<file path="src/rtl/cpu_mem_arbiter.sv">
// cpu_mem_arbiter
// Shares one variable-latency, single-port memory bus between the instruction
// fetch (IF) and load/store (LS) requesters of the pipeline. LS has fixed
// priority, and a starvation counter forces an IF grant after STARVE_LIMIT
// consecutive LS grants taken while IF was waiting. Every bus access is bounded
// by TIMEOUT cycles; an expired access completes with an error response.
module cpu_mem_arbiter #(
    parameter int ADDR_WIDTH   = 32,
    parameter int DATA_WIDTH   = 32,
    parameter int STARVE_LIMIT = 3,   // 1..15
    parameter int TIMEOUT      = 16   // 2..255
) (
    input  logic                  sys_clk,
    input  logic                  sys_rst_n,

    // Instruction fetch requester
    input  logic                  if_req,
    input  logic [ADDR_WIDTH-1:0] if_addr,
    output logic                  if_gnt,
    output logic                  if_rvalid,
    output logic [DATA_WIDTH-1:0] if_rdata,
    output logic                  if_err,

    // Load/store requester
    input  logic                  ls_req,
    input  logic                  ls_we,
    input  logic [ADDR_WIDTH-1:0] ls_addr,
    input  logic [DATA_WIDTH-1:0] ls_wdata,
    output logic                  ls_gnt,
    output logic                  ls_rvalid,
    output logic [DATA_WIDTH-1:0] ls_rdata,
    output logic                  ls_err,

    // Shared memory bus
    output logic                  mem_req,
    output logic                  mem_we,
    output logic [ADDR_WIDTH-1:0] mem_addr,
    output logic [DATA_WIDTH-1:0] mem_wdata,
    input  logic                  mem_ack,
    input  logic [DATA_WIDTH-1:0] mem_rdata
);

    typedef enum logic {
        IDLE = 1'b0,
        BUSY = 1'b1
    } state_t;

    typedef enum logic {
        OWNER_IF = 1'b0,
        OWNER_LS = 1'b1
    } owner_t;

    // Parameters narrowed once to the widths of the counters they are compared with.
    localparam logic [3:0] STARVE_LIM = 4'(STARVE_LIMIT);
    localparam logic [7:0] TMO_LAST   = 8'(TIMEOUT - 1);
    localparam logic [3:0] STARVE_MAX = 4'd15;

    state_t     state;
    state_t     state_nxt;
    owner_t     owner;
    logic [3:0] starve_cnt;
    logic [7:0] tmo_cnt;

    // Single-cycle decode of how the current access ends.
    logic       ack_done;
    logic       tmo_done;
    logic       any_gnt;

    // The bus request is simply "an access is outstanding".
    assign mem_req = (state == BUSY);
    assign any_gnt = if_gnt | ls_gnt;

    // State register.
    always_ff @(posedge sys_clk) begin
        // NOTE: sequential state uses non-blocking assignments so every register
        // samples the pre-edge values regardless of block ordering.
        if (!sys_rst_n) begin
            state <= IDLE;
        end else begin
            state <= state_nxt;
        end
    end

    // Next-state logic: arbitration in IDLE, ack/timeout termination in BUSY.
    always_comb begin
        // NOTE: every signal driven here gets a default first, so no path through
        // the case statement can leave one unassigned and infer a latch.
        state_nxt = state;
        if_gnt    = 1'b0;
        ls_gnt    = 1'b0;
        ack_done  = 1'b0;
        tmo_done  = 1'b0;

        unique case (state)
            IDLE: begin
                // Grants are suppressed while reset is asserted so no requester
                // believes it was accepted by an edge that is about to be discarded.
                if (sys_rst_n) begin
                    if (ls_req && (!if_req || (starve_cnt < STARVE_LIM))) begin
                        ls_gnt = 1'b1;
                    end else if (if_req) begin
                        if_gnt = 1'b1;
                    end
                    if (ls_gnt || if_gnt) begin
                        state_nxt = BUSY;
                    end
                end
            end

            BUSY: begin
                // An ack in the final allowed cycle still counts as a success.
                if (mem_ack) begin
                    ack_done  = 1'b1;
                    state_nxt = IDLE;
                end else if (tmo_cnt == TMO_LAST) begin
                    tmo_done  = 1'b1;
                    state_nxt = IDLE;
                end
            end

            default: begin
                state_nxt = IDLE;
            end
        endcase
    end

    // Grant bookkeeping: latch the winner's request onto the bus and track
    // how long the IF requester has been passed over.
    always_ff @(posedge sys_clk) begin
        if (!sys_rst_n) begin
            owner      <= OWNER_IF;
            starve_cnt <= 4'd0;
            mem_we     <= 1'b0;
            mem_addr   <= '0;
            mem_wdata  <= '0;
        end else if (any_gnt) begin
            if (ls_gnt) begin
                owner     <= OWNER_LS;
                mem_we    <= ls_we;
                mem_addr  <= ls_addr;
                mem_wdata <= ls_wdata;
            end else begin
                owner     <= OWNER_IF;
                mem_we    <= 1'b0;
                mem_addr  <= if_addr;
                mem_wdata <= '0;
            end

            // Only an LS grant that bypassed a waiting IF adds to the count.
            if (ls_gnt && if_req) begin
                if (starve_cnt != STARVE_MAX) begin
                    starve_cnt <= starve_cnt + 4'd1;
                end
            end else begin
                starve_cnt <= 4'd0;
            end
        end
    end

    // Access timer: restarts on every grant, advances each cycle of the access.
    always_ff @(posedge sys_clk) begin
        if (!sys_rst_n) begin
            tmo_cnt <= 8'd0;
        end else if (any_gnt) begin
            tmo_cnt <= 8'd0;
        end else if (state == BUSY) begin
            tmo_cnt <= tmo_cnt + 8'd1;
        end
    end

    // Response path: one-cycle rvalid pulse to whichever requester owns the access.
    always_ff @(posedge sys_clk) begin
        if (!sys_rst_n) begin
            if_rvalid <= 1'b0;
            if_rdata  <= '0;
            if_err    <= 1'b0;
            ls_rvalid <= 1'b0;
            ls_rdata  <= '0;
            ls_err    <= 1'b0;
        end else begin
            // Response fields are cleared between pulses so stale data never lingers.
            if_rvalid <= 1'b0;
            if_rdata  <= '0;
            if_err    <= 1'b0;
            ls_rvalid <= 1'b0;
            ls_rdata  <= '0;
            ls_err    <= 1'b0;

            if (ack_done) begin
                if (owner == OWNER_LS) begin
                    ls_rvalid <= 1'b1;
                    // Stores return no data.
                    ls_rdata  <= mem_we ? '0 : mem_rdata;
                end else begin
                    if_rvalid <= 1'b1;
                    if_rdata  <= mem_rdata;
                end
            end else if (tmo_done) begin
                if (owner == OWNER_LS) begin
                    ls_rvalid <= 1'b1;
                    ls_err    <= 1'b1;
                end else begin
                    if_rvalid <= 1'b1;
                    if_err    <= 1'b1;
                end
            end
        end
    end

endmodule

</file>
<file path="config.mk">
export PLATFORM = sky130hd
export DESIGN_NAME = cpu_mem_arbiter
export DESIGN_NICKNAME = d
export VERILOG_FILES = /design/src/rtl/cpu_mem_arbiter.sv
export SDC_FILE = /design/constraint.sdc
export NUM_CORES = 1
export LEC_CHECK = 0
export BUFFER_PORTS_ARGS = -buffer_cell sky130_fd_sc_hd__buf_2
export CAP_MARGIN = 20
export CORE_UTILIZATION = 43
export CTS_CLUSTER_DIAMETER = 120
export DETAILED_ROUTE_END_ITERATION = 10
export HOLD_SLACK_MARGIN = 0.1
export PLACE_DENSITY = 0.78
export SYNTH_ARGS = -nofsm -noshare
export SYNTH_HDL_FRONTEND = slang
export SYNTH_SLANG_ARGS = --single-unit
export TNS_END_PERCENT = 10
</file>
<file path="constraint.sdc">
create_clock -name sys_clk -period 2.5 [get_ports sys_clk]
set_clock_uncertainty 0.1 [all_clocks]
set_input_delay 0.5 -clock sys_clk [delete_from_list [all_inputs] [get_ports sys_clk]]
set_output_delay 0.5 -clock sys_clk [all_outputs]
set_load 0.01 [all_outputs]
</file>
==> impl_metrics.json <==
{
  "cp_slowest_cell": "dlygate4sd3_1",
  "gp_congestion": 0.874,
  "ys_seq_area_frac": 0.619,
  "wire_per_inst_microns": 17.2,
  "p_leak_uw": 0.00407,
  "layout_commonest_cell": "buf_2",
  "maxSlewHeadroom": 0.693,
  "hold_class": "input port to flop",
  "synthArstFlopShare": 0,
  "cts_tree": "built",
  "htree_levels": 4,
  "grt_setup_unrepaired": "no",
  "max_stage_delay_ns": 0.58,
  "reg2reg_depth": 6,
  "grt_antenna_before_repair": 2,
  "fp.dieW_microns": 107,
  "rows": 38,
  "drc": 0,
  "grt_usage": 0.276,
  "final_cells": 943,
  "postRouteAntennaNets": 0,
  "syn_area_sq_um": 4760,
  "nets": 926,
  "setup_viol": 0,
  "status": "finished, final reports clean",
  "dp_hpwl_microns": 9390,
  "end_kind": "flop",
  "clockBufferDepth": 2,
  "netlist_instances": 404,
  "ys_warn_count": 0,
  "synth_cell_types": 39,
  "setup.worst_path.class": "flop to flop",
  "clkSinkCount": 147,
  "finalSetupTns_ns": 0,
  "timing.critical_path.buf_inv": 2,
  "clock.fmax_mhz": 418,
  "crit_family": "buffers and inverters",
  "placed_cells": 794,
  "via_per_inst": 5.11,
  "critical_path_depth": 6,
  "ys_seq_elements": 147,
  "start_kind": "flop",
  "num_vias": 4819,
  "die_area_sq_um": 11500,
  "grt-ovfl-total": 0,
  "totalWireLength_microns": 16200,
  "syn_to_final_growth_pct": 68.0,
  "final-seq-area_sq_um": 2940,
  "drt_iter0_drc": 286,
  "port_buffers": 269,
  "drv_cap": 0,
  "finalHoldViolations": 0,
  "holdPathStages": 2,
  "tightest_slew_ns": 0.459,
  "crit_required_ns": 2.80,
  "grt_start_max_net_pins": 45,
  "slew_violations": 0,
  "initial_core_util": 0.441,
  "syn_nets": 540,
  "cts_root_buf": "clkbuf_8",
  "fin_crit_ns": 2.39,
  "powerDensity_nw_per_um2": 726,
  "nFillCells": 720,
  "fin_crit_sh": 0.957,
  "cts_buffers": 17,
  "drive_above_1_share": 0.392,
  "layout_common_cells": "buf_2, dfxtp_1, dlygate4sd3_1",
  "core-area_sq_um": 10800,
  "crit_path_max_fanout": 30,
  "grt_first_pass_wirelength_microns": 23900,
  "peakVddDrop_uv": 459,
  "synth_ff_type": "dfxtp_1",
  "clk_pin_slew_ns": 0.06,
  "die_h_microns": 107,
  "ioPinCount": 270,
  "first_pass_iters": 7,
  "worstPathArrival_ns": 2.69,
  "synth_edf_count": 0,
  "clk-insertion-delay-late_ns": 0.52,
  "crit_path_cell_trace": "ha_1 -> nor4b_4 -> nor3b_2 -> buf_6 -> a221o_1 -> dlygate4sd3_1",
  "grt_pass1_vias": 4859,
  "syn_area_per_cell_sq_um": 11.8,
  "multi_input_area_sq_um": 1650
}
[report_power, final]
part | internal (uW) | switching, uW | total (uW) | leakage [uW]
registers | 2450 | 64.3 | 2520 | 0.00120
logic | 387 | 306 | 693 | 0.00258
clock network | 1660 | 929 | 2590 | 0.000298
total | 4500 | 1300 | 5800 | 0.00407
[registers in the layout, indices dropped and copies added (netlist names)]
signal,flops
if_rdata,32
mem_we,1
tmo_cnt,8
mem_wdata,32
starve_cnt,4
mem_addr,32
ls_err,1
mem_req,1
if_err,1
owner,1
ls_rvalid,1
ls_rdata,32
if_rvalid,1
[area by class of cell]
class,instances,area share
well taps,140,0.0219
clock buffers,21,0.0562
inverters,4,0.00188
repair buffers,395,0.325
clock inverters,10,0.0196
flip-flops and latches,147,0.368
multi-input cells,225,0.207
diodes,1,0.000313
[worst register-to-register path: cells and delay by family, from the launching register on]
kind                       cells  cell delay [ns]
buffers and inverters          2             0.78
and+or+nand+nor                2             0.44
AOI/OAI and AO/OA              1             0.33
DFF                            1             0.35
adders and majority gates      1             0.28
[cell usage after synthesis (2+ instances only)]
master    instances  share of area
buf_6             6          0.014
and2_1           65          0.086
buf_2             9         0.0095
nand4_1           3         0.0039
ha_1              2         0.0053
a21o_1            3         0.0047
nor2_1           11         0.0087
clkbuf_1         12         0.0095
nand3_1           3         0.0032
inv_1             4         0.0032
or4_1             2         0.0032
nand2_1           6         0.0047
dfxtp_1         147           0.62
xor2_1            3         0.0055
o21ai_0           3         0.0032
nand4b_1          2         0.0037
a221o_1          30          0.063
a22o_1           33          0.061
or3_1             2         0.0026
a32o_1            2         0.0042
a211oi_1          2         0.0032
and3_1           32          0.042
a21oi_1           6         0.0063
[routing by layer]
metal	wire (microns)	GRT usage	vias up	share of wire
li1	-	-	2221	-
met1	5880	0.282	2282	0.36
met2	8600	0.507	253	0.53
met3	1050	0.0657	61	0.065
met4	646	0.166	2	0.040
met5	11	0	-	0.00068
[final timing paths]
path	endpoint	start	slack [ns]
worst max-delay path	mem_addr[13]	starve_cnt[0]	0.11
worst min-delay path	ls_rdata[10]	mem_rdata[10]	0.13
worst max register to register	mem_addr[13]	starve_cnt[0]	0.11
worst min register to register	mem_wdata[15]	mem_wdata[15]	0.37
[per-stage QoR]
step	utilization	instance area (sq um)	setup slack (ns)	hold slack [ns]	total power (uW)
6_report	0.740	7990	0.107	0.127	5800
5_1_grt	0.740	7990	0.0254	0.104	5990
3_5_place_dp	0.574	6200	0.388	0.353	3060
4_1_cts	0.739	7970	0.00119	0.106	5800
3_3_place_gp	0.574	6200	0.439	0.349	3040
2_1_floorplan	-	4760	0.559	0.338	2800
[logic make-up after synthesis]
group                      Yosys count  share of synthesized area
AOI/OAI and AO/OA                   85                      0.156
xor gates and xnor gates             4                    0.00737
adders and majority gates            2                    0.00526
buffers and inverters               32                     0.0379
DFF                                147                      0.619
muxes                                1                    0.00210
and+or+nand+nor                    133                      0.173
[timing repair]
item	CTS	global route
resized for setup	1	2
pin swaps	0	1
setup endpoints to repair	1	10
buffers inserted	0	1
hold buffers	116	0
endpoints found under the hold margin	124	0
No activity file was read; power rests on OpenSTA's default activity.
